===== config.mk =====
export PLATFORM = sky130hd
export DESIGN_NAME = dvp_pattern_tx
export DESIGN_NICKNAME = d
export VERILOG_FILES = /design/src/rtl/dvp_pattern_tx.sv
export SDC_FILE = /design/constraint.sdc
export NUM_CORES = 1
export LEC_CHECK = 0
export ABC_AREA = 1
export BUFFER_PORTS_ARGS = -buffer_cell sky130_fd_sc_hd__buf_2
export CAP_MARGIN = 10
export CORE_MARGIN = 2
export CORE_UTILIZATION = 60
export DETAILED_ROUTE_END_ITERATION = 10
export PLACE_DENSITY_LB_ADDON = 0.12
export SYNTH_ARGS = -nofsm -noshare
export SYNTH_HDL_FRONTEND = slang
export SYNTH_SLANG_ARGS = --single-unit

===== constraint.sdc =====
create_clock -name clk -period 3.97 [get_ports clk]
set_clock_uncertainty 0.1 [all_clocks]
set_input_delay 0.1985 -clock clk [delete_from_list [all_inputs] [get_ports clk]]
set_output_delay 0.1985 -clock clk [all_outputs]
set_load 0.02 [all_outputs]

===== src/rtl/dvp_pattern_tx.sv =====
// Synthetic OV5640-style DVP source: vsync/href/byte stream of RGB565 test patterns.
// Optional DVP_TX_FRAME_STAMP_EN: pixel (0,0) of each frame carries frame_cnt.
module dvp_pattern_tx #(
    parameter int H_PIXEL     = 1024,
    parameter int V_PIXEL     = 768,
    parameter int H_BLANK     = 256,
    parameter int VSYNC_LINES = 4,
    parameter int V_BP        = 16,
    parameter int V_FP        = 8
) (
    input  logic        clk,
    input  logic        rst,
    input  logic        enable,
    input  logic [1:0]  pattern_sel,
    input  logic [15:0] solid_color,
    output logic        cam_vsync,
    output logic        cam_href,
    output logic [7:0]  cam_data,
    output logic        frame_done,
    output logic [15:0] frame_cnt
);

    localparam int L  = 2 * H_PIXEL + H_BLANK;
    localparam int HW = $clog2(L);
    localparam int VW = $clog2(V_PIXEL + V_BP + V_FP + VSYNC_LINES + 1);
    localparam int BW = H_PIXEL / 8;
    localparam int PW = $clog2(BW) + 1;

    localparam logic [HW-1:0] H_LAST   = HW'(L - 1);
    localparam logic [HW-1:0] H_ACT    = HW'(2 * H_PIXEL);
    localparam logic [VW-1:0] VS_LAST  = VW'(VSYNC_LINES - 1);
    localparam logic [VW-1:0] VBP_LAST = VW'(V_BP - 1);
    localparam logic [VW-1:0] ACT_LAST = VW'(V_PIXEL - 1);
    localparam logic [VW-1:0] VFP_LAST = VW'(V_FP - 1);
    localparam logic [PW-1:0] BAR_LAST = PW'(BW - 1);

    typedef enum logic [2:0] {IDLE, VSYNC, VBP, ACTIVE, VFP} state_t;

    state_t          state, nxt_state;
    logic [HW-1:0]   h_cnt, nxt_h;
    logic [VW-1:0]   line_cnt, nxt_line;
    logic [2:0]      bar_idx, nxt_bar_idx;
    logic [PW-1:0]   bar_px, nxt_bar_px;
    logic [1:0]      pat_sel_q, nxt_pat_sel;
    logic [15:0]     solid_q, nxt_solid;
    logic            line_end, state_last;
    logic [4:0]      gx5;
    logic [5:0]      gx6;
    logic            chk_x, chk_y;
    logic [15:0]     pix;
    logic            nxt_vsync, nxt_href, nxt_done;
    logic [7:0]      nxt_data;

    always_ff @(posedge clk or posedge rst) begin
        if (rst) begin
            state     <= IDLE;
            h_cnt     <= '0;
            line_cnt  <= '0;
            bar_idx   <= '0;
            bar_px    <= '0;
            pat_sel_q <= '0;
            solid_q   <= '0;
        end else begin
            state     <= nxt_state;
            h_cnt     <= nxt_h;
            line_cnt  <= nxt_line;
            bar_idx   <= nxt_bar_idx;
            bar_px    <= nxt_bar_px;
            pat_sel_q <= nxt_pat_sel;
            solid_q   <= nxt_solid;
        end
    end

    // Outputs are decoded from the next-state values and registered, so they
    // describe the clock the FSM is entering with no extra pipeline delay.
    always_comb begin
        nxt_state   = state;
        nxt_h       = h_cnt;
        nxt_line    = line_cnt;
        nxt_pat_sel = pat_sel_q;
        nxt_solid   = solid_q;
        nxt_bar_idx = bar_idx;
        nxt_bar_px  = bar_px;
        state_last  = 1'b0;
        line_end    = (h_cnt == H_LAST);

        case (state)
            VSYNC:   state_last = (line_cnt == VS_LAST);
            VBP:     state_last = (line_cnt == VBP_LAST);
            ACTIVE:  state_last = (line_cnt == ACT_LAST);
            VFP:     state_last = (line_cnt == VFP_LAST);
            default: state_last = 1'b0;
        endcase

        if (state == IDLE) begin
            nxt_h    = '0;
            nxt_line = '0;
            if (enable) begin
                nxt_state   = VSYNC;
                nxt_pat_sel = pattern_sel;
                nxt_solid   = solid_color;
            end
        end else begin
            nxt_h = line_end ? '0 : h_cnt + 1'b1;
            if (line_end) begin
                nxt_line = state_last ? '0 : line_cnt + 1'b1;
                if (state_last) begin
                    case (state)
                        VSYNC:  nxt_state = VBP;
                        VBP:    nxt_state = ACTIVE;
                        ACTIVE: nxt_state = VFP;
                        default: begin
                            if (enable) begin
                                nxt_state   = VSYNC;
                                nxt_pat_sel = pattern_sel;
                                nxt_solid   = solid_color;
                            end else begin
                                nxt_state = IDLE;
                            end
                        end
                    endcase
                end
            end
        end

        // Bar position tracked by counters; advances on the first byte of each pixel.
        if (nxt_h == '0) begin
            nxt_bar_idx = '0;
            nxt_bar_px  = '0;
        end else if (!nxt_h[0]) begin
            if (bar_px == BAR_LAST) begin
                nxt_bar_px  = '0;
                nxt_bar_idx = bar_idx + 1'b1;
            end else begin
                nxt_bar_px = bar_px + 1'b1;
            end
        end

        gx5   = 5'(nxt_h >> 4);
        gx6   = 6'(nxt_h >> 3);
        chk_x = 1'(nxt_h >> 6);
        chk_y = 1'(nxt_line >> 5);

        case (nxt_pat_sel)
            2'd0: begin
                case (nxt_bar_idx)
                    3'd0:    pix = 16'hFFFF;
                    3'd1:    pix = 16'hFFE0;
                    3'd2:    pix = 16'h07FF;
                    3'd3:    pix = 16'h07E0;
                    3'd4:    pix = 16'hF81F;
                    3'd5:    pix = 16'hF800;
                    3'd6:    pix = 16'h001F;
                    default: pix = 16'h0000;
                endcase
            end
            2'd1:    pix = {gx5, gx6, gx5};
            2'd2:    pix = (chk_x ^ chk_y) ? 16'hFFFF : 16'h0000;
            default: pix = nxt_solid;
        endcase

`ifdef DVP_TX_FRAME_STAMP_EN
        if ((nxt_h < HW'(2)) && (nxt_line == '0))
            pix = frame_cnt;
`endif

        nxt_vsync = (nxt_state == VSYNC);
        nxt_href  = (nxt_state == ACTIVE) && (nxt_h < H_ACT);
        nxt_data  = nxt_href ? (nxt_h[0] ? pix[7:0] : pix[15:8]) : '0;
        nxt_done  = (nxt_state == VFP) && (nxt_h == H_LAST) && (nxt_line == VFP_LAST);
    end

    always_ff @(posedge clk or posedge rst) begin
        if (rst) begin
            cam_vsync  <= 1'b0;
            cam_href   <= 1'b0;
            cam_data   <= '0;
            frame_done <= 1'b0;
            frame_cnt  <= '0;
        end else begin
            cam_vsync  <= nxt_vsync;
            cam_href   <= nxt_href;
            cam_data   <= nxt_data;
            frame_done <= nxt_done;
            if (nxt_done)
                frame_cnt <= frame_cnt + 1'b1;
        end
    end

endmodule


# Word-level counts from Yosys, hierarchy flattened
# Cells that the tools add are included.
[word_totals] regBits=81 inputBits=21 out_inout_bits=27 elab_cells=84
[classes] addsub=5 n_lt_le_gt_ge=1 n_eq_ne=24 n_mux=33 n_bitwise=1 reduce_logical=8
[ops] op="16-bit one-hot mux with 7 select lines" n=1
[ops] op="16-bit two-way mux" n=6
[ops] op="16-bit one-hot mux with 3 select lines" n=1
[ops] op="8-bit two-way mux" n=5
[ops] op="10-bit two-way mux" n=3
[ops] op="12-bit == test (second input constant)" n=2
[ops] op="12-bit two-way mux" n=2
[ops] op="3-bit two-way mux" n=7
[ops] op="10-bit by 3-bit == test with 1-bit output (second input constant)" n=2
[ops] op="16-bit by 1-bit adder with 16-bit output (second input constant)" n=1
[ops] op="3-bit by 2-bit == test with 1-bit output (second input constant)" n=5
[ops] op="3-bit == test (second input constant)" n=5
[ops] op="12-bit by 1-bit adder with 12-bit output (second input constant)" n=1
[ops] op="12-bit logical NOT" n=1
[ops] op="12-bit < comparator (second input constant)" n=1
[ops] op="10-bit by 1-bit adder with 10-bit output (second input constant)" n=1
[ops] op="10-bit == test (second input constant)" n=1
[ops] op="10-bit by 2-bit == test with 1-bit output (second input constant)" n=1
[ops] op="10-bit by 4-bit == test with 1-bit output (second input constant)" n=1
[ops] op="2-bit two-way mux" n=5
[ops] op="3-bit by 1-bit == test with 1-bit output (second input constant)" n=3
[ops] op="3-bit one-hot mux with 3 select lines" n=1
[ops] op="8-bit by 1-bit adder with 8-bit output (second input constant)" n=1
[ops] op="8-bit by 7-bit == test with 1-bit output (second input constant)" n=1
[ops] op="11 further kinds" n=14

# Longest topological paths before layout
# Gate-level depths: netlist (run 1).
[depth] depth_word=10 depth_mapped=20 mapped_depth_nobuf=20

# Least setup slack after synthesis (run 1)
# No wires, ideal clock.
[synth_path] kind="reg-to-reg" startpoint="register h_cnt[0]" endpoint="register cam_data[2]" setup_ns=0.119 arrival_ns=2.128 required_time_ns=3.751 path_slack_ns=1.623 stages_incl_launch_ff=18 n_path_buf=0 period_less_slack_ns=2.347 path_cell_list="dfrtp_1 ha_1 nand3_2 nor2_4 nand4_1 nand2_1 nor2_2 clkinv_1 nand2_1 o21ai_0 inv_1 nand2_1 a21oi_4 nand2_1 nand2_1 nand2_1 nand2_1 nor2_1"
[synth_via] elab_chain_len=10 elab_cells_between_ends=34 cone_classes="1 x add/sub; 1 x order compare; 10 x eq/ne; 17 x mux; 1 x bitwise; 4 x reduce/logical"
[synth_rtl] item="from (decl)" line_no="40" source="logic [HW-1:0] h_cnt, nxt_h;"
[synth_rtl] item="from (signal assigned)" line_no="65" source="h_cnt <= nxt_h;"
[synth_rtl] item="12-bit by 1-bit adder with 12-bit output / 12-bit == test (equally long branches)" line_no="104, 85"
[synth_rtl] item="12-bit two-way mux" line_no="104" source="nxt_h = line_end ? '0 : h_cnt + 1'b1;"
[synth_rtl] item="12-bit two-way mux" line_no="95" source="if (state == IDLE) begin"
[synth_rtl] item="12-bit logical NOT / 3-bit two-way mux (equally long branches)" line_no="127, 130"
[synth_rtl] item="3-bit two-way mux" line_no="127" source="if (nxt_h == '0) begin"
[synth_rtl] item="3-bit == test (tied with other cells)" line_no="146" source="case (nxt_bar_idx)"
[synth_rtl] item="16-bit one-hot mux with 7 select lines" line_no="146"
[synth_rtl] item="16-bit one-hot mux with 3 select lines" line_no="144" source="case (nxt_pat_sel)"
[synth_rtl] item="8-bit two-way mux" line_no="169" source="nxt_data = nxt_href ? (nxt_h[0] ? pix[7:0] : pix[15:8]) : '0;"
[synth_rtl] item="8-bit two-way mux *" line_no="169"
[synth_rtl] item="net nxt_data[2]" line_no="52" source="logic [7:0] nxt_data;"
[synth_rtl] item="to (signal assigned)" line_no="183" source="cam_data <= nxt_data;"
[synth_rtl] item="to (decl)" line_no="18" source="output logic [7:0] cam_data,"
# Mark *: on every way through the listed nets, which the timed path passes. The rest lies on a longest branch.
# A chain may end at the register's enable or synchronous reset.

# Worst setup path in the final report (run 1)
[layout_path] startpoint="register h_cnt[0]" endpoint="register cam_data[3]"
# The elaborated chain is that of the path after synthesis.

==> impl_metrics.yaml, run 1 <==
outcome:
  status: "complete, no violations"
global_route:
  overflow: 0
  grt_pass1_vias: 4258
  grt_antenna_before_repair: 0
  grt.total_usage_pct: 27.5
  grt_max_degree: 63
  grt_pass1_wl_mm: 19.3
drt:
  vias: 4415
  wl_mm: 11.3
  wl_per_cell_microns: 14.1
  drt-pass1-iter-count: 7
  drtIter0Drc: 276
  route.detailed.drc: 0
  ant_nets: 0
  viasPerCell: 5.52
hold_path:
  hold_class: "in2reg"
logic_synthesis:
  yosys.area.top_type: "dfrtp_1"
  seq_area_frac_synth_pct: 41.4
  synth.avg_cell_area_sq_um: 7.71
  synth_cell_types: 42
  syn_area_sq_mm: 0.00490
  synthCells: 636
  ys_ff_latch: 81
  ys_warn_count: 0
  synth.area.top_cells: "dfrtp_1 41%, nand2_1 13%, inv_1 5.4%"
  yosysTopAreaCellShare_pct: 41.4
  synth_nets: 662
timing:
  finalMaxSlewViolations: 0
  fmax_mhz: 323
  post-route-period-util_pct: 77.9
  finalHoldViolations: 0
  grt_setup_unrepaired: "false"
  timing.setup.tns_ns: 0
  period_needed_ns: 3.09
  tightest_slew_ns: 1.05
  setup_viol: 0
  relSlewSlack_pct: 29.7
  worst_slack_ns: 0.877
clock_tree:
  post-cts-setup-buffers: 0
  root_buffer: "clkbuf_8"
  tritoncts: "yes"
  postCtsResizedCells: 0
  cts_max_level: 3
  ctsLongestPathBuffers: 2
  ctsHoldBuffers: 7
  clock_latency_ns: 0.35
  cts_sinks: 81
  clk_pin_slew_worst_paths_ns: 0.09
  cts_buffers: 9
pwr:
  p_total_w: 0.00253
  vdd.ir_drop.worst_mv: 0.341
  p_leak_nw: 2.83
  power_density_mw_per_mm2: 459
floorplan:
  die_x_microns: 94.4
  die_area_sq_mm: 0.00891
  row_count: 32
  placeableCoreArea_sq_mm: 0.00781
  start_util_pct: 62.8
  die_y_microns: 94.4
  boundaryPins: 48
finish:
  instances_no_fill: 800
  seq_area_sq_mm: 0.00203
  drive_gt1_share_pct: 18.6
  multiInputGateArea_sq_mm: 0.00247
  nNetsFinal: 719
  mostFrequentLayoutCell: "nand2_1"
  area_delta_synth_final_pct: 12.4
  final_core_util_pct: 70.6
  num-fill-cells: 642
  antenna_cells: 0
  mostFrequentLayoutCells: "166 x nand2_1, 81 x dfrtp_1, 70 x inv_1, 54 x nor2_1, 49 x nand3_1"
setup_path:
  crit_fanout: 18
  worstPathArrival_ns: 3.23
  cp-start-kind: "register"
  crit_type: "reg2reg"
  crit_required_ns: 4.10
  end_kind: "register"
placed_design:
  hpwlAfterDp_mm: 8.15
  place_congestion: 0.942
  dp_slack_ns: 0.920
  numPortBuffers: 47
  placedCellCount: 777
run:
  max-cap-violations: 0
-- path summary, 6_finish.rpt --
kind                       cells past startpoint                  start                     to  slack [ns]
setup / recovery                              16     h_cnt[0]$_DFF_PP0_  cam_data[3]$_DFF_PP0_        0.88
hold / removal                                 3         solid_color[9]   solid_q[9]$_DFF_PP0_        0.03
setup reg to reg                              16     h_cnt[0]$_DFF_PP0_  cam_data[3]$_DFF_PP0_        0.88
hold reg to reg                                2  solid_q[13]$_DFF_PP0_  solid_q[13]$_DFF_PP0_        0.37
max in group asynchronous                      4                    rst   bar_idx[2]$_DFF_PP0_        2.39
min in group asynchronous                      3                    rst  cam_data[7]$_DFF_PP0_        0.51
-- Yosys cell counts (all sizes together) --
library cell,n
nand3,59
ha,5
o21a,1
inv,79
a21o,1
o211ai,1
nand4,16
dfrtp,81
and3,1
clkinv,4
xor2,13
buf,10
o21ai,33
o21bai,6
nand3b,2
a31oi,2
nor3b,1
nor4,7
a21oi,23
mux2i,3
nor3,19
a211oi,2
xnor2,10
nand2,182
nor2,74
or2,1
-- final cells by class --
type,count,share of cell area (%)
Timing Repair Buffer,56,5.81
Clock inverter,7,2.25
Sequential cell,81,36.8
Inverter,83,5.72
Clock buffer,9,2.25
Tap cell,102,2.32
Multi-Input combinational cell,462,44.9
-- stage by stage --
stage	cell area (sq um)	hold WS [ns]
detailed placement	5190	0.356
floorplan	4900	0.251
global route	5510	0.0242
CTS	5510	0.00995
global placement	5190	0.346
finish	5510	0.0250
-- cell families after synthesis --
kind of cell | synth area share, %
XOR/XNOR | 4.11
flip-flops | 41.4
AO/OA/AOI/OAI | 8.04
adder cells (fa/ha/maj) | 1.28
multiplexers | 0.613
buffers and inverters | 8.20
AND/OR/NAND/NOR | 36.4
-- metal layers --
layer	GRT usage [%]	wire, microns	vias to the layer above
li1	-	-	2163
met1	38.2	5190	2090
met2	43.9	5250	143
met3	6.30	705	19
met4	7.49	136	0
met5	0	0	-
-- where the power goes --
group,total [W],switching [W],internal (W)
Sequential,0.00103,0.0000792,0.000950
Clock,0.000750,0.000324,0.000426
Combinational,0.000748,0.000494,0.000254
Total,0.00253,0.000897,0.00163
-- worst max-delay path, cell delays in order, from the launching register on --
cell and delay (ns):
dfrtp_1 0.41, ha_1 0.25, nand3_2 0.12, nor2_4 0.05
nand4_1 0.15, nand2_1 0.16, nor2_2 0.11, buf_4 0.21
clkinv_1 0.43, nand2_1 0.28, nand2_1 0.09, nand2_1 0.07
nand2_1 0.07, nand2_1 0.12, nand2_2 0.08, o21ai_0 0.19
a21oi_1 0.09
-- flip-flops by register name, summed over array words and instances (netlist names) --
signal / flops
cam_href: 1
cam_vsync: 1
line_cnt: 10
bar_idx: 3
cam_data: 8
h_cnt: 12
state: 3
pat_sel_q: 2
frame_cnt: 16
solid_q: 16
bar_px: 8
frame_done: 1
(Power assumes the default switching activity.)
==> inputs of run 2 (changes only) <==
==> constraint.sdc (replaced) <==
create_clock -name clk -period 3.1 [get_ports clk]
set_clock_uncertainty 0.1 [all_clocks]
set_input_delay 0.155 -clock clk [delete_from_list [all_inputs] [get_ports clk]]
set_output_delay 0.155 -clock clk [all_outputs]
set_load 0.02 [all_outputs]
==> impl_metrics.yaml, run 2 (synthesis gave the netlist of run 1 again) <==
hold_path:
  hold_class: "in2reg"
floorplan:
  row_count: 32
  die_y_microns: 94.4
  boundaryPins: 48
  placeableCoreArea_sq_mm: 0.00781
  start_util_pct: 62.8
  die_area_sq_mm: 0.00891
  die_x_microns: 94.4
timing:
  grt_setup_unrepaired: "false"
  timing.setup.tns_ns: 0
  setup_viol: 0
  relSlewSlack_pct: 60.5
  finalMaxSlewViolations: 0
  finalHoldViolations: 0
  whs_ns: 0.0999
  period_needed_ns: 2.84
  post-route-period-util_pct: 91.7
  fmax_mhz: 352
  tightest_slew_ns: 0.592
finish:
  drive_gt1_share_pct: 19.2
  mostFrequentLayoutCells: "166 x nand2_1, 81 x dfrtp_1, 70 x inv_1, 54 x nor2_1, 49 x nand3_1"
  nNetsFinal: 731
  antenna_cells: 0
  mostFrequentLayoutCell: "nand2_1"
  instances_no_fill: 812
  area_delta_synth_final_pct: 14.3
  top_regs: "frame_cnt x16, solid_q x16, h_cnt x12"
pwr:
  power_density_mw_per_mm2: 560
  p_leak_nw: 2.87
  vdd.ir_drop.worst_mv: 0.340
outcome:
  status: "complete, no violations"
global_route:
  grt.total_usage_pct: 27.0
  grt_antenna_before_repair: 0
  grt_pass1_wl_mm: 18.9
  overflow: 0
  grt_max_degree: 34
  grt.met3_usage_pct: 4.31
  grt.met1_usage_pct: 38.4
  top_usage_layer: "met2"
  met2_usage_pct: 43.1
  grt_pass1_vias: 4081
setup_path:
  crit_required_ns: 3.24
  worstPathArrival_ns: 2.99
  end_kind: "register"
  cp-start-kind: "register"
  crit_fanout: 10
  crit_type: "reg2reg"
  rrSetupSlack_ns: 0.26
placed_design:
  numPortBuffers: 47
  place_congestion: 0.961
  hpwlAfterDp_mm: 8.43
  placedCellCount: 782
drt:
  vias: 4396
  drt-pass1-iter-count: 6
  wl_mm: 11.4
  ant_nets: 0
  viasPerCell: 5.41
  drtIter0Drc: 324
  wl_per_cell_microns: 14.0
  route.detailed.drc: 0
clock_tree:
  post-cts-setup-buffers: 0
  cts_sinks: 81
  clk_pin_slew_worst_paths_ns: 0.08
  ctsLongestPathBuffers: 2
  cts_buffers: 9
  tritoncts: "yes"
  cts_max_level: 3
  root_buffer: "clkbuf_8"
  clock_latency_ns: 0.35
run:
  max-cap-violations: 0
[run 2: cell count changes in the layout (fill, tap and decap cells not counted)]
cell / before / now
inv_6: 2 / 1
clkinv_4: 0 / 1
clkbuf_8: 9 / 11
clkinv_2: 2 / 1
bufinv_16: 3 / 1
dlygate4sd3_1: 7 / 14
inv_8: 1 / 0
clkinvlp_4: 0 / 3
buf_4: 2 / 6
clkinv_1: 4 / 3
buf_12: 0 / 1
[run 2: where the power goes]
group | internal, W | switching, W | total (W)
combinational | 0.000341 | 0.000643 | 0.000984
sequential | 0.00122 | 0.000106 | 0.00132
clock | 0.000421 | 0.000408 | 0.000829
[run 2: area by class of cell]
| class | instances | area (sq um) |
|---|---|---|
| Multi-Input combinational cell | 462 | 2470 |
| Sequential cell | 81 | 2030 |
| Fill cell | 633 | 2210 |
| Clock inverter | 5 | 62.6 |
| Inverter | 83 | 319 |
| Clock buffer | 11 | 151 |
| Tap cell | 102 | 128 |
| Timing Repair Buffer | 68 | 440 |
[run 2: path summary, 6_finish.rpt]
kind / startpoint / endpoint / depth (start not counted)
setup reg to reg: h_cnt[0]$_DFF_PP0_ / frame_cnt[10]$_DFFE_PP0P_ / 15
min in group asynchronous: rst / solid_q[6]$_DFF_PP0_ / 3
setup / recovery: h_cnt[0]$_DFF_PP0_ / frame_cnt[10]$_DFFE_PP0P_ / 15
max in group asynchronous: rst / h_cnt[0]$_DFF_PP0_ / 4
hold reg to reg: solid_q[8]$_DFF_PP0_ / solid_q[8]$_DFF_PP0_ / 2
hold / removal: solid_color[4] / solid_q[4]$_DFF_PP0_ / 5
[run 2: per-layer routing]
metal	part of all wire (%)	up-vias
li1	-	2191
met1	47	2054
met2	46	134
met3	5.2	17
met4	1.6	0
met5	0	-
[run 2: critical path, cell delays in order, from the launching register on]
cell      delay (ns)
dfrtp_1         0.41
ha_1            0.26
nand3_2         0.12
nor2_4          0.05
nand2_2         0.11
nor2_8          0.07
nor2_2          0.19
nand3_1         0.26
clkinv_1        0.12
nand3b_1        0.09
nor3_1          0.26
nand4_2         0.16
nor2_4          0.27
inv_2           0.13
nand2_1         0.08
nand2_1         0.06
[run 2: what timing repair did]
action                     4_1_cts  5_1_grt
resized for setup                0        1
setup endpoints to repair        0        4
hold buffers                    14        0
hold endpoints to repair        44        0
[run 2: through the flow]
step                      power (W)  worst slack, ns  utilization [%]  instance area [sq um]
final                       0.00313            0.259             71.7                   5600
after global routing        0.00334         0.000786             71.7                   5600
after CTS                   0.00313            0.242             71.7                   5600
after detailed placement    0.00229            0.255             67.1                   5240
after global placement      0.00226            0.335             67.1                   5240
after floorplan             0.00208            0.753                -                   4900
